===== src/rtl/dip_pkg.sv =====
// Shared DIP word type and debounce defaults, used by the reader, this filter
// and the LED / seven-segment drivers.
package dip_pkg;

    localparam int DIP_WIDTH        = 16;
    localparam int DIP_STABLE_COUNT = 4;
    localparam int DIP_TIMEOUT_CYC  = 65536;

    typedef logic [DIP_WIDTH-1:0] dip_word_t;

    // Bits needed to hold 0..max_val inclusive.
    function automatic int sat_width(input int max_val);
        return $clog2(max_val + 1);
    endfunction

endpackage


===== src/rtl/dip_debounce_filter_sat_timer.sv =====
// Saturating up-counter with synchronous clear; done is high while the count
// sits at MAX_COUNT.
module sat_timer
    import dip_pkg::*;
#(
    parameter int MAX_COUNT = 16
) (
    input  logic clk,
    input  logic rst,
    input  logic clear,
    output logic done
);

    localparam int CW = sat_width(MAX_COUNT);
    localparam logic [CW-1:0] CNT_MAX = CW'(MAX_COUNT);

    logic [CW-1:0] count;

    always_ff @(posedge clk or posedge rst) begin
        if (rst) begin
            count <= '0;
        end else if (clear) begin
            count <= '0;
        end else if (count != CNT_MAX) begin
            count <= count + CW'(1);
        end
    end

    assign done = (count == CNT_MAX);

endmodule


===== src/rtl/dip_debounce_filter.sv =====
// Debounces parallel DIP frames: a value is published once STABLE_COUNT
// consecutive identical frames arrive; also reports a stale reader.
module dip_debounce_filter
    import dip_pkg::*;
#(
    parameter int WIDTH        = DIP_WIDTH,
    parameter int STABLE_COUNT = DIP_STABLE_COUNT,
    parameter int TIMEOUT_CYC  = DIP_TIMEOUT_CYC
) (
    input  logic             clk,
    input  logic             rst,
    input  logic [WIDTH-1:0] raw_data,
    input  logic             raw_valid,
    output logic [WIDTH-1:0] stable_data,
    output logic             stable_valid,
    output logic             changed,
    output logic [WIDTH-1:0] changed_mask,
    output logic             stale
);

    localparam int RUN_W = sat_width(STABLE_COUNT);
    localparam logic [RUN_W-1:0] RUN_SAT = RUN_W'(STABLE_COUNT);
    localparam logic [RUN_W-1:0] RUN_ONE = RUN_W'(1);

    logic [WIDTH-1:0] cand, cand_next;
    logic [RUN_W-1:0] run, run_next;
    logic             frame_match;
    logic             accept;
    logic             publish;

    always_comb begin
        cand_next   = cand;
        run_next    = run;
        accept      = 1'b0;
        frame_match = (run != '0) && (raw_data == cand);
        if (raw_valid) begin
            if (frame_match) begin
                if (run != RUN_SAT) begin
                    run_next = run + RUN_ONE;
                end
            end else begin
                cand_next = raw_data;
                run_next  = RUN_ONE;
            end
            // A fresh run that saturates immediately (STABLE_COUNT=1) also counts.
            accept = (run_next == RUN_SAT) && ((run != RUN_SAT) || !frame_match);
        end
        publish = accept && (!stable_valid || (cand_next != stable_data));
    end

    always_ff @(posedge clk or posedge rst) begin
        if (rst) begin
            cand         <= '0;
            run          <= '0;
            stable_data  <= '0;
            stable_valid <= 1'b0;
            changed      <= 1'b0;
            changed_mask <= '0;
        end else begin
            cand    <= cand_next;
            run     <= run_next;
            changed <= publish;
            if (publish) begin
                stable_data  <= cand_next;
                changed_mask <= stable_data ^ cand_next;
                stable_valid <= 1'b1;
            end
        end
    end

    sat_timer #(
        .MAX_COUNT (TIMEOUT_CYC)
    ) u_idle_timer (
        .clk   (clk),
        .rst   (rst),
        .clear (raw_valid),
        .done  (stale)
    );

endmodule

===== config.mk =====
export PLATFORM = sky130hd
export DESIGN_NAME = dip_debounce_filter
export DESIGN_NICKNAME = d
export VERILOG_FILES = /design/src/rtl/dip_pkg.sv /design/src/rtl/dip_debounce_filter_sat_timer.sv /design/src/rtl/dip_debounce_filter.sv
export SDC_FILE = /design/constraint.sdc
export NUM_CORES = 1
export LEC_CHECK = 0
export ABC_AREA = 1
export ABC_CLOCK_PERIOD_IN_PS = 1950
export CAP_MARGIN = 20
export CELL_PAD_IN_SITES_DETAIL_PLACEMENT = 0
export CELL_PAD_IN_SITES_GLOBAL_PLACEMENT = 1
export CORE_MARGIN = 3
export CORE_UTILIZATION = 40
export DETAILED_ROUTE_END_ITERATION = 16
export GPL_TIMING_DRIVEN = 1
export PLACE_DENSITY_LB_ADDON = 0.12
export SLEW_MARGIN = 30
export SYNTH_ARGS = -nofsm -noshare
export SYNTH_HDL_FRONTEND = slang
export SYNTH_HIERARCHICAL = 1
export SYNTH_SLANG_ARGS = --single-unit

===== constraint.sdc =====
create_clock -name clk -period 1.95 [get_ports clk]
set_input_delay 0.39 -clock clk [delete_from_list [all_inputs] [get_ports clk]]
set_output_delay 0.39 -clock clk [all_outputs]
set_load 0.005 [all_outputs]

==> impl_summary.md <==
Place
The HPWL after detailed placement is 7730 um. The pre-CTS setup slack is -624 ps. During placement, the flow inserted port buffers numbering 53. The final RePlAce weighted congestion is 0.851.

Die
The overall die width is 105 um. The die covers 11,100 um^2. The area of the core region is 9420 um^2.

Once the floorplan was initialized, standard cells occupied 41.8% of the core. In this run the count of I/O pins placed on the die edge is 54. The die extent in y is 105 um.

The floorplan has 35 rows.

Setup path
The delay of the slowest cell on the worst path is 480 ps. The number of buffer and inverter instances along the worst setup path is 3. The most numerous cell type found on the critical path is sky130_fd_sc_hd__nand2_1. Along the worst path, the maximum fanout reaches 6. Data on the critical path is required at its endpoint by 2180 ps. The kind of start point of the critical path is a primary input. The critical path goes through clkdlybuf4s50_1 -> inv_1 -> nand2_1 -> nand2_1 -> nor2_2 -> nand2_1 -> nor2_1 -> nand4_1 -> nor2_2 -> nand3_4 -> buf_8 -> nand2_2 -> nand2_1. The category of the worst setup path capture point is a flip-flop.

Among cell families on the critical path, the largest total delay comes from simple AND/OR/NAND/NOR gates. The worst setup path is of the in2reg kind. The slowest cell on the critical path is sky130_fd_sc_hd__clkdlybuf4s50_1. The data arrival at the endpoint of the critical path is 2200 ps.

Logic synthesis
Each instance of the synthesized netlist takes up on average 7.02 um^2. Summing every instance area after synthesis gives 3940 um^2. The warning count from the yosys run is 6. The number of nets handed over by synthesis was 584. The share of Yosys cell area claimed by the top area cell type is 44.5%.

Counting distinct cell types in the post-synthesis netlist gives 23. The post-synthesis register bit count is 70. Sequential elements use 44.5% of the synthesized area. Ranked by total cell area, the synthesized netlist is headed by sky130_fd_sc_hd__dfrtp_1 44%, sky130_fd_sc_hd__nand2_1 20%, sky130_fd_sc_hd__inv_1 7.6%. The cell type with the largest total area after synthesis is sky130_fd_sc_hd__dfrtp_1. In the synthesized netlist, the number of instances is 561.

Layout
The final antenna diode count is 0. For this run, the post-layout net count is 713. The layout overhead on the synthesized area is 48.3%. The library cell used most frequently in the layout, excluding fill and tap cells, is sky130_fd_sc_hd__nand2_1. In the layout the commonest cells are 179 x sky130_fd_sc_hd__nand2_1, 72 x sky130_fd_sc_hd__inv_1, 70 x sky130_fd_sc_hd__dfrtp_1, 62 x sky130_fd_sc_hd__buf_4, 40 x sky130_fd_sc_hd__clkdlybuf4s50_1. The layout cell share with drive strength beyond 1 is 28.2%. The final-layout fill cell count is 866.

Power
The maximum resistive drop on vdd is 0.000444 V. The power density over cell area is 574 nW/um^2. The analysis attributes to cell leakage a power of 3.08 nW.

Timing
The measured slew at the worst slew-check pin is 328 ps. For the finished layout, the period the worst path requires is 1970 ps. The relative slew slack is 77.9%. Setup violations remaining at the end of the flow were counted as 12.

Setup repair after global routing could not meet its margin everywhere. Across all hold checks on the routed design, the worst slack comes to 393 ps. The number of hold violations in the final report is 0. The final worst-path cycle share is 101%. Clock skew on the completed layout was measured at 13.5 ps. The final-report max-slew violation count is 0. The maximum operating frequency is 0.509 GHz. In the post-route analysis, the smallest setup slack over all paths is -15.9 ps.

Clocking
The clock sink count is 70. Buffers inserted during clock tree synthesis total 9. After clock tree synthesis, the clock-pin slew on the worst setup and hold paths is 80 ps. The cell chosen for the clock root is sky130_fd_sc_hd__clkbuf_8. The TritonCTS clock tree is built.

The longest clock path from root to sink contains 2 buffers. The depth of the CTS H-tree is 3. The clock insertion delay at the later pin of the skew report is 350 ps.

Outcome
The final reports fail on negative setup slack. The run finished, with violations left.

Routing
The wire length reported by the detailed router is 11,300 um. Dividing the detail-routed via count by the number of cells gives 4.72. Detailed routing inserted a total of 3,887 vias. For this block, the initial DRC count from the detailed router was 165. The count of nets left with antenna violations once routing finished came out at 0.

For this run, the detailed router's first-pass iteration total came to 5. After detailed routing, the average wire length per cell comes to 13.7 um. In the routed design, unresolved DRC markers number 0.

Global route
The initial antenna violation count is 0. The first global-routing pass estimated 17,600 um of wire. The number of global-route vias before repair came to 3,667. The sum of overflow across all layers after global routing is 0. The total routing resource utilization after global routing is 19.9%. Entering global routing, the biggest net connects 54 pins.

Run
The max-capacitance violation count is 0.

Min path
The class of the most critical hold timing path is in2async.
## worst paths after layout
check,startpoint,to,slack (ps),cells after the start
setup / recovery,raw_data[3],stable_data[13],-20,13
hold / removal,rst,u_idle_timer/count[14],390,3
setup reg to reg,run[1],stable_data[13],0,14
hold reg to reg,changed_mask[14],changed_mask[14],480,2
max in group asynchronous,rst,run[1],1250,3
min in group clk,raw_data[1],cand[1],450,5
## state kept, by name, indices dropped and copies added (netlist names)
name / flops
u_idle_timer/count: 17
cand: 16
changed_mask: 16
stable_data: 16
run: 3
changed: 1
stable_valid: 1
## metrics by stage
stage | cells | utilization, % | setup TNS (ps) | total power [mW] | area, um^2
after floorplan | 561 | - | 0 | 1.77 | 3940
after global placement | 793 | 53.4 | -18200 | 1.98 | 5030
after detailed placement | 793 | 53.4 | -20340 | 1.99 | 5030
after CTS | 811 | 56.3 | 0 | 3.33 | 5300
after global routing | 824 | 62.0 | -3190 | 3.51 | 5840
final | 824 | 62.0 | -91.9 | 3.35 | 5840
## worst reg2reg max path: stages (launching register included)
cell and delay [ps]:
sky130_fd_sc_hd__dfrtp_1 380, sky130_fd_sc_hd__inv_2 70, sky130_fd_sc_hd__ha_4 160, sky130_fd_sc_hd__nand2_2 50, sky130_fd_sc_hd__nand2_2 40, sky130_fd_sc_hd__inv_2 60
sky130_fd_sc_hd__buf_6 90, sky130_fd_sc_hd__nand3_2 50, sky130_fd_sc_hd__nor2_2 110, sky130_fd_sc_hd__nand4_1 150, sky130_fd_sc_hd__nor2_2 180, sky130_fd_sc_hd__nand3_4 190
sky130_fd_sc_hd__buf_8 210, sky130_fd_sc_hd__nand2_2 50, sky130_fd_sc_hd__nand2_1 60
## timing repair
item                       4_1_cts  5_1_grt
hold buffers                     0        0
gates cloned                     0        6
gates resized for setup         16      125
buffers inserted                 2        7
setup endpoints to repair       35       35
pin swaps                        2       51
## power by group
part / internal, mW / switching, mW / total [mW]
logic: 0.230 / 0.291 / 0.521
clock network: 0.724 / 0.599 / 1.32
registers: 1.49 / 0.0225 / 1.51
total: 2.44 / 0.912 / 3.35
## cell usage after synthesis
library cell	n
sky130_fd_sc_hd__o21ai_2	1
sky130_fd_sc_hd__a21oi_1	8
sky130_fd_sc_hd__nand3_1	53
sky130_fd_sc_hd__nor3b_1	1
sky130_fd_sc_hd__nor2_1	57
sky130_fd_sc_hd__nand3b_1	12
sky130_fd_sc_hd__dfrtp_1	70
sky130_fd_sc_hd__ha_1	4
sky130_fd_sc_hd__buf_4	2
sky130_fd_sc_hd__xnor2_1	2
sky130_fd_sc_hd__nand2_1	214
sky130_fd_sc_hd__buf_2	7
sky130_fd_sc_hd__nor2_2	6
sky130_fd_sc_hd__nand3_2	3
sky130_fd_sc_hd__o21ai_0	14
sky130_fd_sc_hd__buf_6	5
sky130_fd_sc_hd__or2_2	2
sky130_fd_sc_hd__inv_2	2
sky130_fd_sc_hd__xor2_1	6
sky130_fd_sc_hd__nand4_1	7
sky130_fd_sc_hd__o21ai_1	2
sky130_fd_sc_hd__inv_1	80
sky130_fd_sc_hd__nand2_2	3
## kinds of logic after synthesis
kind of cell,count (synthesis),synth area share [%]
fa+ha+maj,4,1.27
buf+inv,96,10.5
flops,70,44.5
compound gates,25,3.27
xor+xnor,8,1.78
simple gates,358,38.7
## cell type report
type | instances | area [um^2] | share of cell area [%]
multi-input combinational | 395 | 2100 | 35.9
sequential | 70 | 1750 | 30.0
timing repair buffer | 132 | 1290 | 22.2
inverter | 82 | 310 | 5.32
tap | 129 | 161 | 2.76
clock buffer | 9 | 124 | 2.12
clock inverter | 7 | 97.6 | 1.67
## layer usage
layer | GRT usage [%] | wire length, um | up-vias
li1 | - | - | 1975
met1 | 27.3 | 5160 | 1815
met2 | 31.6 | 5410 | 78
met3 | 4.16 | 478 | 19
met4 | 5.90 | 221 | 0
met5 | 0 | 0 | -
Power figures use the tool's default switching activity.
